--- config.mk ---
export PLATFORM = sky130hd
export DESIGN_NAME = pipeline_hazard_ctrl_flat
export DESIGN_NICKNAME = d
export VERILOG_FILES = /design/src/rtl/hazard_pkg.sv /design/src/rtl/pipeline_hazard_ctrl_if.sv /design/src/rtl/hazard_detect.sv /design/src/rtl/pipeline_hazard_ctrl.sv /design/src/flat_wrapper.sv
export SDC_FILE = /design/constraint.sdc
export NUM_CORES = 1
export LEC_CHECK = 0
export BUFFER_PORTS_ARGS = -buffer_cell sky130_fd_sc_hd__buf_4
export CORE_MARGIN = 3
export CORE_UTILIZATION = 55
export CTS_CLUSTER_SIZE = 24
export DETAILED_ROUTE_END_ITERATION = 10
export PLACE_DENSITY = 0.86
export SYNTH_ARGS = -nofsm -noshare
export SYNTH_HDL_FRONTEND = slang
export SYNTH_SLANG_ARGS = --single-unit
--- constraint.sdc ---
create_clock -name clk -period 6.3 [get_ports clk]
set_input_delay 0.315 -clock clk [delete_from_list [all_inputs] [get_ports clk]]
set_output_delay 0.315 -clock clk [all_outputs]
set_load 0.01 [all_outputs]
--- src/rtl/hazard_pkg.sv ---
// Shared encodings for the pipeline hazard controller: FSM states, stall-reason
// codes, the memory-wait timeout and the bundled control-output record.
package hazard_pkg;

    typedef enum logic [1:0] {
        ST_RUN      = 2'd0,
        ST_MEM_WAIT = 2'd1,
        ST_FLUSH    = 2'd2
    } state_e;

    typedef enum logic [1:0] {
        HZ_NONE     = 2'b00,
        HZ_LOAD_USE = 2'b01,
        HZ_MEM      = 2'b10
    } hz_code_e;

    localparam logic [7:0] WAIT_TIMEOUT = 8'd255;

    typedef struct packed {
        logic     combined_stall;
        hz_code_e hazard_stall;
        logic     ex_clear;
        logic     pc_write_en;
        logic     if_id_write_en;
    } ctrl_t;

    function automatic logic [4:0] rs1_of(input logic [31:0] instr);
        return instr[19:15];
    endfunction

    function automatic logic [4:0] rs2_of(input logic [31:0] instr);
        return instr[24:20];
    endfunction

endpackage

--- src/rtl/pipeline_hazard_ctrl_if.sv ---
// Pipeline-to-hazard-controller bundle: stage status in, stall/flush controls
// and performance counters out.
interface pipeline_hazard_ctrl_if;

    logic [31:0] IF_ID_Instruction;
    logic        IF_ID_enable_out;
    logic        ID_EX_MemRead;
    logic        ID_EX_enable_out;
    logic [4:0]  ID_EX_Rd;
    logic        EX_branch_taken;
    logic        imem_ready;
    logic        dmem_ready;

    logic        combined_stall;
    logic [1:0]  hazard_stall;
    logic        EX_clear_IF_ID;
    logic        pc_write_en;
    logic        IF_ID_write_en;
    logic        mem_timeout;
    logic [31:0] stall_cycles;
    logic [15:0] flush_count;

    modport master (
        output IF_ID_Instruction, IF_ID_enable_out, ID_EX_MemRead, ID_EX_enable_out,
               ID_EX_Rd, EX_branch_taken, imem_ready, dmem_ready,
        input  combined_stall, hazard_stall, EX_clear_IF_ID, pc_write_en,
               IF_ID_write_en, mem_timeout, stall_cycles, flush_count
    );

    modport slave (
        input  IF_ID_Instruction, IF_ID_enable_out, ID_EX_MemRead, ID_EX_enable_out,
               ID_EX_Rd, EX_branch_taken, imem_ready, dmem_ready,
        output combined_stall, hazard_stall, EX_clear_IF_ID, pc_write_en,
               IF_ID_write_en, mem_timeout, stall_cycles, flush_count
    );

endinterface

--- src/rtl/hazard_detect.sv ---
// Combinational load-use detector: a valid load in EX whose destination is a
// source of the valid instruction in ID.
module hazard_detect
    import hazard_pkg::*;
(
    input  logic [31:0] instruction,
    input  logic        id_valid,
    input  logic        ex_mem_read,
    input  logic        ex_valid,
    input  logic [4:0]  ex_rd,
    output logic        load_use
);

    logic [4:0] rs1;
    logic [4:0] rs2;
    logic       unused_instr_bits;

    assign rs1 = rs1_of(instruction);
    assign rs2 = rs2_of(instruction);

    // Opcode/funct/rd fields play no part in the hazard decision.
    assign unused_instr_bits = ^{instruction[31:25], instruction[14:0]};

    // x0 is never written, so a load targeting it cannot create a dependency.
    assign load_use = ex_valid && ex_mem_read && (ex_rd != 5'd0) && id_valid &&
                      ((ex_rd == rs1) || (ex_rd == rs2));

endmodule

--- src/rtl/pipeline_hazard_ctrl.sv ---
// Hazard controller: memory-wait stalls, branch flushes and load-use bubbles,
// with a sticky wait timeout and saturating stall/flush counters.
module pipeline_hazard_ctrl
    import hazard_pkg::*;
(
    input  logic                  clk,
    input  logic                  reset,
    pipeline_hazard_ctrl_if.slave hz
);

    state_e      state;
    state_e      state_next;
    state_e      eff_state;
    ctrl_t       ctrl;
    logic        load_use;
    logic        mem_busy;
    logic        pending_flush;
    logic [7:0]  wait_cnt;
    logic        mem_timeout_q;
    logic [31:0] stall_cycles_q;
    logic [15:0] flush_count_q;

    hazard_detect u_hazard_detect (
        .instruction (hz.IF_ID_Instruction),
        .id_valid    (hz.IF_ID_enable_out),
        .ex_mem_read (hz.ID_EX_MemRead),
        .ex_valid    (hz.ID_EX_enable_out),
        .ex_rd       (hz.ID_EX_Rd),
        .load_use    (load_use)
    );

    assign mem_busy = !hz.imem_ready || !hz.dmem_ready;

    // NOTE: state is updated with non-blocking assignments so every register
    // samples pre-edge values; the reset branch is synchronous and wins.
    always_ff @(posedge clk) begin
        if (reset) begin
            state <= ST_RUN;
        end else begin
            state <= state_next;
        end
    end

    always_comb begin
        state_next = ST_RUN;
        case (state)
            ST_RUN:      state_next = mem_busy ? ST_MEM_WAIT : ST_RUN;
            ST_MEM_WAIT: state_next = mem_busy ? ST_MEM_WAIT : ST_RUN;
            ST_FLUSH:    state_next = mem_busy ? ST_MEM_WAIT : ST_RUN;
            default:     state_next = ST_RUN;
        endcase
    end

    // The cycle the memory wait ends already behaves as its destination state,
    // so a deferred flush is issued there, exactly once, and the FSM resumes RUN.
    always_comb begin
        eff_state = state;
        if (state == ST_MEM_WAIT && !mem_busy) begin
            eff_state = pending_flush ? ST_FLUSH : ST_RUN;
        end
    end

    always_comb begin
        ctrl = '{combined_stall: 1'b0, hazard_stall: HZ_NONE, ex_clear: 1'b0,
                 pc_write_en: 1'b0, if_id_write_en: 1'b0};
        if (reset) begin
            ctrl.pc_write_en = 1'b0;
        end else if (mem_busy) begin
            ctrl.combined_stall = 1'b1;
            ctrl.hazard_stall   = HZ_MEM;
        end else begin
            case (eff_state)
                ST_FLUSH: begin
                    ctrl.ex_clear    = 1'b1;
                    ctrl.pc_write_en = 1'b1;
                end
                ST_RUN: begin
                    if (hz.EX_branch_taken) begin
                        ctrl.ex_clear    = 1'b1;
                        ctrl.pc_write_en = 1'b1;
                    end else if (load_use) begin
                        ctrl.combined_stall = 1'b1;
                        ctrl.hazard_stall   = HZ_LOAD_USE;
                    end else begin
                        ctrl.pc_write_en    = 1'b1;
                        ctrl.if_id_write_en = 1'b1;
                    end
                end
                default: ctrl.combined_stall = 1'b0;
            endcase
        end
    end

    always_ff @(posedge clk) begin
        if (reset) begin
            pending_flush  <= 1'b0;
            wait_cnt       <= 8'd0;
            mem_timeout_q  <= 1'b0;
            stall_cycles_q <= 32'd0;
            flush_count_q  <= 16'd0;
        end else begin
            if (mem_busy && hz.EX_branch_taken) begin
                pending_flush <= 1'b1;
            end else if (!mem_busy && eff_state == ST_FLUSH) begin
                pending_flush <= 1'b0;
            end

            if (mem_busy) begin
                if (state != ST_MEM_WAIT) begin
                    wait_cnt <= 8'd0;
                end else if (wait_cnt != WAIT_TIMEOUT) begin
                    wait_cnt <= wait_cnt + 8'd1;
                    if (wait_cnt == WAIT_TIMEOUT - 8'd1) begin
                        mem_timeout_q <= 1'b1;
                    end
                end
            end

            if (ctrl.combined_stall && stall_cycles_q != 32'hFFFF_FFFF) begin
                stall_cycles_q <= stall_cycles_q + 32'd1;
            end
            if (ctrl.ex_clear && flush_count_q != 16'hFFFF) begin
                flush_count_q <= flush_count_q + 16'd1;
            end
        end
    end

    assign hz.combined_stall = ctrl.combined_stall;
    assign hz.hazard_stall   = ctrl.hazard_stall;
    assign hz.EX_clear_IF_ID = ctrl.ex_clear;
    assign hz.pc_write_en    = ctrl.pc_write_en;
    assign hz.IF_ID_write_en = ctrl.if_id_write_en;
    assign hz.mem_timeout    = mem_timeout_q;
    assign hz.stall_cycles   = stall_cycles_q;
    assign hz.flush_count    = flush_count_q;

endmodule

--- src/flat_wrapper.sv ---
// flat-port wrapper written by rule: the top's interface ports become plain ports
module pipeline_hazard_ctrl_flat import hazard_pkg::*;
  (clk, reset, hz_IF_ID_Instruction, hz_IF_ID_enable_out, hz_ID_EX_MemRead, hz_ID_EX_enable_out, hz_ID_EX_Rd, hz_EX_branch_taken, hz_imem_ready, hz_dmem_ready, hz_combined_stall, hz_hazard_stall, hz_EX_clear_IF_ID, hz_pc_write_en, hz_IF_ID_write_en, hz_mem_timeout, hz_stall_cycles, hz_flush_count);
  pipeline_hazard_ctrl_if hz_i ();
  input  logic clk;
  input  logic reset;
  input wire logic [$bits(hz_i.IF_ID_Instruction)-1:0] hz_IF_ID_Instruction;
  input wire logic [$bits(hz_i.IF_ID_enable_out)-1:0] hz_IF_ID_enable_out;
  input wire logic [$bits(hz_i.ID_EX_MemRead)-1:0] hz_ID_EX_MemRead;
  input wire logic [$bits(hz_i.ID_EX_enable_out)-1:0] hz_ID_EX_enable_out;
  input wire logic [$bits(hz_i.ID_EX_Rd)-1:0] hz_ID_EX_Rd;
  input wire logic [$bits(hz_i.EX_branch_taken)-1:0] hz_EX_branch_taken;
  input wire logic [$bits(hz_i.imem_ready)-1:0] hz_imem_ready;
  input wire logic [$bits(hz_i.dmem_ready)-1:0] hz_dmem_ready;
  output wire logic [$bits(hz_i.combined_stall)-1:0] hz_combined_stall;
  output wire logic [$bits(hz_i.hazard_stall)-1:0] hz_hazard_stall;
  output wire logic [$bits(hz_i.EX_clear_IF_ID)-1:0] hz_EX_clear_IF_ID;
  output wire logic [$bits(hz_i.pc_write_en)-1:0] hz_pc_write_en;
  output wire logic [$bits(hz_i.IF_ID_write_en)-1:0] hz_IF_ID_write_en;
  output wire logic [$bits(hz_i.mem_timeout)-1:0] hz_mem_timeout;
  output wire logic [$bits(hz_i.stall_cycles)-1:0] hz_stall_cycles;
  output wire logic [$bits(hz_i.flush_count)-1:0] hz_flush_count;
  assign hz_i.IF_ID_Instruction = hz_IF_ID_Instruction;
  assign hz_i.IF_ID_enable_out = hz_IF_ID_enable_out;
  assign hz_i.ID_EX_MemRead = hz_ID_EX_MemRead;
  assign hz_i.ID_EX_enable_out = hz_ID_EX_enable_out;
  assign hz_i.ID_EX_Rd = hz_ID_EX_Rd;
  assign hz_i.EX_branch_taken = hz_EX_branch_taken;
  assign hz_i.imem_ready = hz_imem_ready;
  assign hz_i.dmem_ready = hz_dmem_ready;
  assign hz_combined_stall = hz_i.combined_stall;
  assign hz_hazard_stall = hz_i.hazard_stall;
  assign hz_EX_clear_IF_ID = hz_i.EX_clear_IF_ID;
  assign hz_pc_write_en = hz_i.pc_write_en;
  assign hz_IF_ID_write_en = hz_i.IF_ID_write_en;
  assign hz_mem_timeout = hz_i.mem_timeout;
  assign hz_stall_cycles = hz_i.stall_cycles;
  assign hz_flush_count = hz_i.flush_count;
  pipeline_hazard_ctrl u_core (.clk(clk), .reset(reset), .hz(hz_i));
endmodule
==> impl_metrics.yaml, run 1 <==
synth:
  yosysTopAreaCell: "dfxtp_1"
  synth_top_area_share_pct: 38.0
  avgSynthCellArea_sq_um: 8.31
  yosys-top-cells-area: "dfxtp_1 38%, xor2_1 6.5%, a21oi_1 5.6%"
  netlist-cell-type-count: 44
  yosys.area_share.adder_pct: 1.61
  ys_warn_count: 0
  syn-num-nets: 423
  synth-edff-count: 0
  synthCells: 374
  synth_xor_area_share_pct: 7.05
  ys_seq_area_share_pct: 38.0
  ys_ff_latch: 59
  muxShareOfSynthArea_pct: 1.81
  synth_top_family_by_area: "simple AND/OR/NAND/NOR gates"
  async_reset_ff_share_pct: 0
  synthFlopType: "dfxtp_1"
  syn-cell-area_sq_um: 3110
  synth-compound-area-share_pct: 16.1
  synth-simple-area-share_pct: 31.7
timing:
  finalSetupTns_ns: 0
  worst_slew_pin_slew_ns: 1.14
  slew_headroom_pct: 24.0
  finalCritPeriodShare_pct: 44.2
  setup_viol: 0
  fmax_mhz: 359
  rsz0062_at_grt: "no"
  hold_violations: 0
  period_needed_ns: 2.78
  clock_skew_ns: 0.00739
  slew_violations: 0
worst_hold_path:
  hold_start: "hz_EX_branch_taken"
  hold_depth: 3
  hold_end: "u_core.pending_flush"
  min_path_type: "input pin to register"
clocking:
  cts.sinks: 59
  root_buffer: "clkbuf_8"
  clock_latency_ns: 0.33
  cts_tree: "done"
  cts_buffers: 9
  clk_pin_slew_ns: 0.07
  ctsLongestPathBuffers: 2
  htree_num_levels: 3
  cts_resized: 0
  holdBufCountCts: 0
  cts_setup_buffers: 0
routing:
  drt-initial-drc-count: 192
  drtAntennaViolNets: 0
  routed.top_layer: "met4"
  drtPass1Iterations: 4
  dr_wl_met2_microns: 3910
  wl_microns: 7680
  via_per_inst: 5.99
  wl_per_cell_microns: 14.9
  dr_wl_met3_microns: 417
  met1_length_microns: 3220
  vias: 3099
  drc: 0
critical_path:
  critPathCaptureType: "register"
  rrSetupSlack_ns: 3.52
  reg2reg_depth: 6
  worstPathArrival_ns: 3.00
  required_ns: 6.52
  path_max_fanout: 39
  cp-start-kind: "register"
  r2r_end: "u_core.hz.stall_cycles[9]"
  critPathKind: "register to register"
  rr_startpoint: "u_core.hz.stall_cycles[12]"
layout:
  seqCellArea_sq_um: 1180
  drive_gt1_share_pct: 22.6
  syn_to_final_growth_pct: 24.5
  finalNetCount: 491
  finish.utilization_pct: 73.4
  fillers: 419
  num_antenna_cells: 0
  multi_input_area_sq_um: 1810
grt:
  grt_pass1_vias: 2878
  track_usage_pct: 25.0
  globalRouteOverflowTotal: 0
  antenna_found_initial: 0
  grt_pass1_wl_microns: 13000
  grt_max_degree: 66
pwr:
  p_per_area_nw_per_um2: 200
  peakVddDrop_v: 0.000142
  p_leak_uw: 0.00148
floorplanning:
  ioPinCount: 100
  die_height_microns: 81.2
  dieArea_sq_um: 6590
  rows: 26
  start_util_pct: 59.0
  coreArea_sq_um: 5270
  fp.dieW_microns: 81.2
flow_run:
  cap_violations: 0
placed_design:
  io_buffers: 77
  routabilityCongestion: 0.818
  hpwl_microns: 5490
status:
  outcome: "finished, final reports clean"
-- worst max-delay path, cell delays in order (launching register included) --
cell	delay [ns]
dfxtp_1	0.44
nand4_1	0.23
nor4_2	0.38
and3_1	0.28
and2_1	0.91
nor3_1	0.12
mux2_2	0.31
-- logic make-up after synthesis --
| family | after synthesis |
|---|---|
| AOI/OAI and AO/OA | 81 |
| xor gates and xnor gates | 25 |
| adders and majority gates | 4 |
| buffers and inverters | 25 |
| DFF | 59 |
| muxes | 5 |
| and+or+nand+nor | 175 |
-- metrics by stage --
stage          power (uW)  worst slack, ns  cell area [sq um]  instances  hold slack, ns
2_1_floorplan         421             4.28               3110        374           0.472
3_3_place_gp          441             3.58               3670        501           0.457
3_5_place_dp          443             3.54               3670        501           0.480
4_1_cts               779             3.53               3870        517           0.248
5_1_grt               805             3.18               3870        517           0.277
6_report              772             3.52               3870        517           0.261
-- cells in the mapped netlist (2+ instances only) --
cell / count
buf_2: 4
nor3b_1: 2
clkbuf_1: 11
ha_1: 4
and3_1: 11
a211oi_1: 2
nor4_1: 3
xor2_1: 23
and4_1: 7
nand3_1: 23
dfxtp_1: 59
and2_1: 8
buf_1: 2
mux2_2: 5
nor2_1: 35
o21ai_0: 15
nand2_1: 20
inv_1: 5
buf_6: 2
a21oi_1: 35
xnor2_1: 2
nor2b_1: 5
o31ai_1: 17
a22oi_1: 2
or3_1: 13
o2111ai_1: 2
or4_1: 19
nor3_1: 6
nand4_1: 17
-- metal layers --
layer  global-route usage (%)  up-vias
met4                     8.95        0
met2                     42.4       82
met3                     7.32       17
met5                        0        -
li1                         -     1539
met1                     29.8     1461
-- state kept, by name, indices dropped and copies added, names as in the netlist --
name                    count
u_core.hz.flush_count      16
u_core.hz.mem_timeout       1
u_core.hz.stall_cycles     32
u_core.pending_flush        1
u_core.state                1
u_core.wait_cnt             8
-- where the power goes --
part / total, uW / leakage, uW / internal (uW) / switching (uW)
logic: 54.1 / 0.000908 / 23.2 / 30.9
registers: 380 / 0.000476 / 376 / 4.13
clock network: 337 / 0.0000991 / 191 / 146
-- how the worst max path moves through the flow --
stage / start / to / slack, ns
floorplan: u_core.hz.stall_cycles[0] / u_core.hz.stall_cycles[27] / 4.28
global placement: u_core.hz.stall_cycles[12] / u_core.hz.stall_cycles[15] / 3.58
detailed placement: u_core.hz.stall_cycles[12] / u_core.hz.stall_cycles[15] / 3.54
CTS: u_core.hz.stall_cycles[12] / u_core.hz.stall_cycles[15] / 3.53
global route: u_core.hz.stall_cycles[12] / u_core.hz.stall_cycles[27] / 3.18
finish: u_core.hz.stall_cycles[12] / u_core.hz.stall_cycles[9] / 3.52
-- cells in the final DEF, fill, tap and decap left out, types with 8 or more instances in the layout --
cell      count
clkbuf_8     10
or4_1        19
o21ai_0      15
nand3_1      23
a21oi_1      35
nor2_1       35
and2_1        8
dfxtp_1      59
and3_1       11
buf_4        77
xor2_1       23
or3_1        13
o31ai_1      17
nand2_1      20
nand4_1      17
-- cell type report --
type,count,area share (%)
timing repair buffer,77,14.9
inverter,5,0.485
clock buffer,11,3.66
sequential,59,30.5
clock inverter,5,1.36
tap,70,2.26
multi-input combinational,290,46.7
Power figures use the tool's default switching activity.
==> run 2: changes to the inputs <==
--- a/config.mk
+++ b/config.mk
@@ -5,12 +5,13 @@
 export SDC_FILE = /design/constraint.sdc
 export NUM_CORES = 1
 export LEC_CHECK = 0
+export ABC_AREA = 1
 export BUFFER_PORTS_ARGS = -buffer_cell sky130_fd_sc_hd__buf_4
 export CORE_MARGIN = 3
-export CORE_UTILIZATION = 55
+export CORE_UTILIZATION = 48
 export CTS_CLUSTER_SIZE = 24
 export DETAILED_ROUTE_END_ITERATION = 10
-export PLACE_DENSITY = 0.86
+export PLACE_DENSITY = 0.77
 export SYNTH_ARGS = -nofsm -noshare
 export SYNTH_HDL_FRONTEND = slang
 export SYNTH_SLANG_ARGS = --single-unit
==> constraint.sdc (replaced) <==
create_clock -name clk -period 2.3 [get_ports clk]
set_input_delay 0.115 -clock clk [delete_from_list [all_inputs] [get_ports clk]]
set_output_delay 0.115 -clock clk [all_outputs]
set_load 0.01 [all_outputs]
==> impl_metrics.yaml, run 2 <==
status:
  outcome: "finished, final reports clean"
clocking:
  cts_setup_buffers: 0
  cts.sinks: 59
  holdBufCountCts: 0
  cts_tree: "done"
  clk_pin_slew_ns: 0.07
  clock_latency_ns: 0.34
  root_buffer: "clkbuf_8"
  cts_resized: 0
  cts_buffers: 9
  htree_num_levels: 3
  ctsLongestPathBuffers: 2
synth:
  netlist-cell-type-count: 31
  muxShareOfSynthArea_pct: 0
  yosys-top-cells-area: "dfxtp_1 32%, nand2_1 17%, nor2_1 10%"
  synth.top_cells.by_count: "162 x nand2_1, 100 x nor2_1, 79 x inv_1"
  syn-cell-area_sq_um: 3670
  yosys.area_share.adder_pct: 1.36
  async_reset_ff_share_pct: 0
  synth.most_common_cell: "nand2_1"
  synth_xor_area_share_pct: 2.39
  synth-compound-area-share_pct: 7.95
  synthCells: 600
  syn-num-nets: 649
  synth_top_family_by_area: "simple AND/OR/NAND/NOR gates"
  synth-simple-area-share_pct: 45.5
  synthFlopType: "dfxtp_1"
  synth_top_area_share_pct: 32.2
  synth-edff-count: 0
  yosysTopAreaCell: "dfxtp_1"
  ys_seq_area_share_pct: 32.2
  ys_ff_latch: 59
  ys_warn_count: 0
  avgSynthCellArea_sq_um: 6.11
grt:
  grt_util_met2_pct: 36.5
  use_met3_pct: 3.54
  antenna_found_initial: 0
  grt_max_degree: 54
  grtUsageMet1_pct: 28.3
  track_usage_pct: 22.3
  grt_pass1_wl_microns: 15900
  grt_pass1_vias: 3628
  busiest_layer: "met2"
  globalRouteOverflowTotal: 0
pwr:
  sw_frac_of_total_pct: 27.6
  sequentialPowerShare_pct: 50.6
  combPwrFrac_pct: 9.1
  peakVddDrop_v: 0.000310
  p_int_uw: 1490
  p_leak_uw: 0.00205
  clockPowerShare_pct: 40.3
  p_per_area_nw_per_um2: 458
  p_sw_uw: 570
timing:
  setup_viol: 0
  slew_headroom_pct: 65.8
  worst_slew_pin_slew_ns: 0.512
  fmax_mhz: 493
  finalCritPeriodShare_pct: 88.2
  clock_skew_ns: 0.0101
  period_needed_ns: 2.03
  slew_violations: 0
  hold_slack_ns: 0.111
  finalSetupTns_ns: 0
  hold_violations: 0
  rsz0062_at_grt: "no"
floorplanning:
  ioPinCount: 100
  fp.dieW_microns: 93.4
  rows: 31
  start_util_pct: 50.0
  die_height_microns: 93.4
  coreArea_sq_um: 7330
  dieArea_sq_um: 8720
routing:
  drtAntennaViolNets: 0
  via_per_inst: 5.18
  drtPass1Iterations: 5
  wl_microns: 9480
  drc: 0
  vias: 4066
  wl_per_cell_microns: 12.1
  drt-initial-drc-count: 211
critical_path:
  reg2reg_depth: 10
  rrSetupSlack_ns: 0.27
  required_ns: 2.54
  rr_startpoint: "u_core.hz.stall_cycles[0]"
  cp-start-kind: "register"
  critPathKind: "register to register"
  crit_chain: "ha_1 -> nand2_1 -> nor2_4 -> nand3_4 -> nor2_4 -> nand3_4 -> nand3_1 -> inv_1 -> nor2_1 -> nor2_1"
  critPathCaptureType: "register"
  cp_slowest_stage_delay_ns: 0.39
  r2r_end: "u_core.hz.stall_cycles[0]"
  worstPathArrival_ns: 2.27
  crit_slowest_cell: "dfxtp_1"
  path_max_fanout: 23
layout:
  num_antenna_cells: 0
  final_common_cell: "nand2_1"
  drive_gt1_share_pct: 17.5
  largest_reg_flops: 32
  mostFrequentLayoutCells: "162 x nand2_1, 100 x nor2_1, 84 x buf_4"
  finalNetCount: 730
  syn_to_final_growth_pct: 23.0
  fillers: 671
worst_hold_path:
  hold_end: "u_core.pending_flush"
  hold_depth: 3
  min_path_type: "input pin to register"
  hold_start: "hz_EX_branch_taken"
placed_design:
  io_buffers: 77
  routabilityCongestion: 0.884
  hpwl_microns: 6970
flow_run:
  cap_violations: 0
## run 2: critical path, delay by kind of cell, from the launching register on
kind          cells  cell delay (ns)
flops             1             0.39
fa+ha+maj         1             0.18
simple gates      8             1.25
buf+inv           1             0.09
## run 2: cell families after synthesis
family                     count (synthesis)
buffers and inverters                     96
AOI/OAI and AO/OA                         54
xor gates and xnor gates                  10
and+or+nand+nor                          377
adders and majority gates                  4
DFF                                       59
## run 2: worst max-delay path by stage
stage                     slack (ns)                   endpoint                       from
after CTS                       0.28  u_core.hz.stall_cycles[0]  u_core.hz.stall_cycles[0]
final                           0.27  u_core.hz.stall_cycles[0]  u_core.hz.stall_cycles[0]
after global routing            0.05  u_core.hz.stall_cycles[0]  u_core.hz.stall_cycles[0]
after detailed placement        0.30  u_core.hz.stall_cycles[0]  u_core.hz.stall_cycles[0]
after global placement          0.33  u_core.hz.stall_cycles[0]  u_core.hz.stall_cycles[0]
after floorplan                 0.56  u_core.hz.stall_cycles[4]  u_core.hz.stall_cycles[0]
## run 2: area by class of cell
type	instances	area (sq um)	area share [%]
multi-input cells	445	2100	46.5
flip-flops and latches	59	1180	26.2
repair buffers	84	631	14.0
inverters	82	308	6.83
clock buffers	9	124	2.75
well taps	99	124	2.75
clock inverters	7	45.0	0.999
## run 2: stage by stage
step	cell area [sq um]	instances	util (%)	total power, uW	setup slack (ns)
finish	4510	785	61.5	2060	0.273
detailed placement	4340	769	59.2	1250	0.297
global placement	4340	769	59.2	1250	0.333
global route	4510	785	61.5	2150	0.0535
floorplan	3670	600	-	1180	0.560
CTS	4510	785	61.5	2070	0.283
## run 2: power groups by stage
stage               Combinational [uW]  Sequential, uW  Clock (uW)
floorplan                          109            1070           0
global placement                   182            1070           0
detailed placement                 187            1070           0
CTS                                188            1040         843
global route                       212            1050         890
finish                             188            1040         832
## run 2: routing by layer
metal | vias up | routed length, microns | part of all wire (%)
li1 | 2073 | - | -
met1 | 1835 | 4140 | 44
met2 | 139 | 4530 | 48
met3 | 19 | 581 | 6.1
met4 | 0 | 227 | 2.4
met5 | - | 0 | 0
==> run 3: changes to the inputs <==
--- a/config.mk
+++ b/config.mk
@@ -7,8 +7,10 @@
 export LEC_CHECK = 0
 export ABC_AREA = 1
 export BUFFER_PORTS_ARGS = -buffer_cell sky130_fd_sc_hd__buf_4
+export CORE_ASPECT_RATIO = 1.75
 export CORE_MARGIN = 3
 export CORE_UTILIZATION = 48
+export CTS_CLUSTER_DIAMETER = 40
 export CTS_CLUSTER_SIZE = 24
 export DETAILED_ROUTE_END_ITERATION = 10
 export PLACE_DENSITY = 0.77
==> constraint.sdc (replaced) <==
create_clock -name clk -period 2.3 [get_ports clk]
set_input_delay 0.23 -clock clk [delete_from_list [all_inputs] [get_ports clk]]
set_output_delay 0.23 -clock clk [all_outputs]
set_load 0.01 [all_outputs]
==> impl_metrics.yaml, run 3 (synthesized netlist as in run 2, its figures left out) <==
critical_path:
  critPathCaptureType: "register"
  cp-start-kind: "register"
  worstPathArrival_ns: 2.30
  crit_family: "simple AND/OR/NAND/NOR gates"
  critPathBufInv: 1
  crit_chain: "ha_1 -> nand2_1 -> nor2_4 -> nand3_4 -> nor2_4 -> nand3_4 -> nand3_1 -> inv_1 -> nor2_1 -> nor2_1"
  required_ns: 2.53
  cp_slowest_stage_delay_ns: 0.39
  critPathKind: "register to register"
  path_max_fanout: 23
  crit_slowest_cell: "dfxtp_1"
grt:
  grt_pass1_wl_microns: 16400
  busiest_layer: "met2"
  grtUsageMet1_pct: 22.5
  grt_max_degree: 54
  track_usage_pct: 23.6
  use_met3_pct: 3.72
  grt_pass1_vias: 3857
  grt_util_met2_pct: 44.9
  antenna_found_initial: 0
  globalRouteOverflowTotal: 0
floorplanning:
  ioPinCount: 100
  fp.dieW_microns: 72.1
  die_height_microns: 122
  rows: 41
  start_util_pct: 50.0
  coreArea_sq_um: 7340
  dieArea_sq_um: 8770
layout:
  stdcell_area_sq_um: 4620
  final_common_cell: "nand2_1"
  multi_input_area_sq_um: 2100
  fillers: 734
  finalNonFillerCells: 770
  drive_gt1_share_pct: 17.3
  syn_to_final_growth_pct: 25.9
  seqCellArea_sq_um: 1180
  finalNetCount: 728
  finish.utilization_pct: 62.9
  num_antenna_cells: 0
  largest_reg_flops: 32
  mostFrequentLayoutCells: "162 x nand2_1, 100 x nor2_1, 81 x buf_4"
pwr:
  peakVddDrop_v: 0.000573
  p_per_area_nw_per_um2: 555
  p_leak_uw: 0.00209
timing:
  period_needed_ns: 2.06
  finalSetupTns_ns: 0
  rsz0062_at_grt: "no"
  hold_violations: 0
  setup_viol: 0
  clock_skew_ns: 0.00924
  finalCritPeriodShare_pct: 89.6
  worst_slew_pin_slew_ns: 0.433
  fmax_mhz: 485
  slew_violations: 0
  slew_headroom_pct: 70.9
  hold_slack_ns: 0.261
clocking:
  clk_pin_slew_ns: 0.06
  holdBufCountCts: 0
  ctsLongestPathBuffers: 2
  cts_setup_buffers: 0
  cts_resized: 0
  cts_tree: "done"
  root_buffer: "clkbuf_16"
  cts_buffers: 9
  htree_num_levels: 3
  clock_latency_ns: 0.34
  cts.sinks: 59
routing:
  wl_microns: 9760
  drt-initial-drc-count: 253
  drtAntennaViolNets: 0
  wl_per_cell_microns: 12.7
  drtPass1Iterations: 4
  via_per_inst: 5.22
  vias: 4023
  drc: 0
placed_design:
  post-place-cells: 754
  io_buffers: 77
  place_area_sq_um: 4320
  hpwl_microns: 7370
  routabilityCongestion: 0.892
worst_hold_path:
  min_path_type: "input pin to register"
status:
  outcome: "finished, final reports clean"
flow_run:
  cap_violations: 0
run 3: layout make-up:
class,instances,share of cell area [%]
Inverter,82,6.67
Sequential cell,59,25.6
Clock buffer,9,4.88
Multi-Input combinational cell,445,45.4
Tap cell,86,2.33
Clock inverter,7,1.49
Timing Repair Buffer,82,13.6
run 3: worst register-to-register path: stages, from the launching register on:
cell     delay [ns]
dfxtp_1        0.39
ha_1           0.20
nand2_1        0.13
nor2_4         0.21
nand3_4        0.11
nor2_4         0.12
nand3_4        0.25
nand3_1        0.33
inv_1          0.09
nor2_1         0.09
nor2_1         0.05
run 3: worst paths after layout:
path	slack, ns	startpoint	depth (start not counted)	endpoint
worst max-delay path	0.24	u_core.hz.stall_cycles[0]	10	u_core.hz.stall_cycles[0]
worst min-delay path	0.26	hz_EX_branch_taken	3	u_core.pending_flush
worst max register to register	0.24	u_core.hz.stall_cycles[0]	10	u_core.hz.stall_cycles[0]
worst min register to register	0.45	u_core.state[0]	1	u_core.pending_flush
run 3: per-stage QoR:
stage,power [uW],worst slack (ns)
final,2560,0.239
after floorplan,1180,0.560
after detailed placement,1260,0.246
after global routing,2660,0.00798
after global placement,1250,0.289
after CTS,2590,0.231
run 3: report_power, final:
group / switching, uW / internal [uW] / leakage [uW]
sequential: 11.8 / 1030 / 0.000477
combinational: 113 / 79.3 / 0.00148
clock: 490 / 832 / 0.000141
run 3: metal layers:
layer	part of all wire, %	up-vias
met1	37	1829
met3	4.2	31
met5	0	-
met2	55	94
met4	4.3	0
li1	-	2069
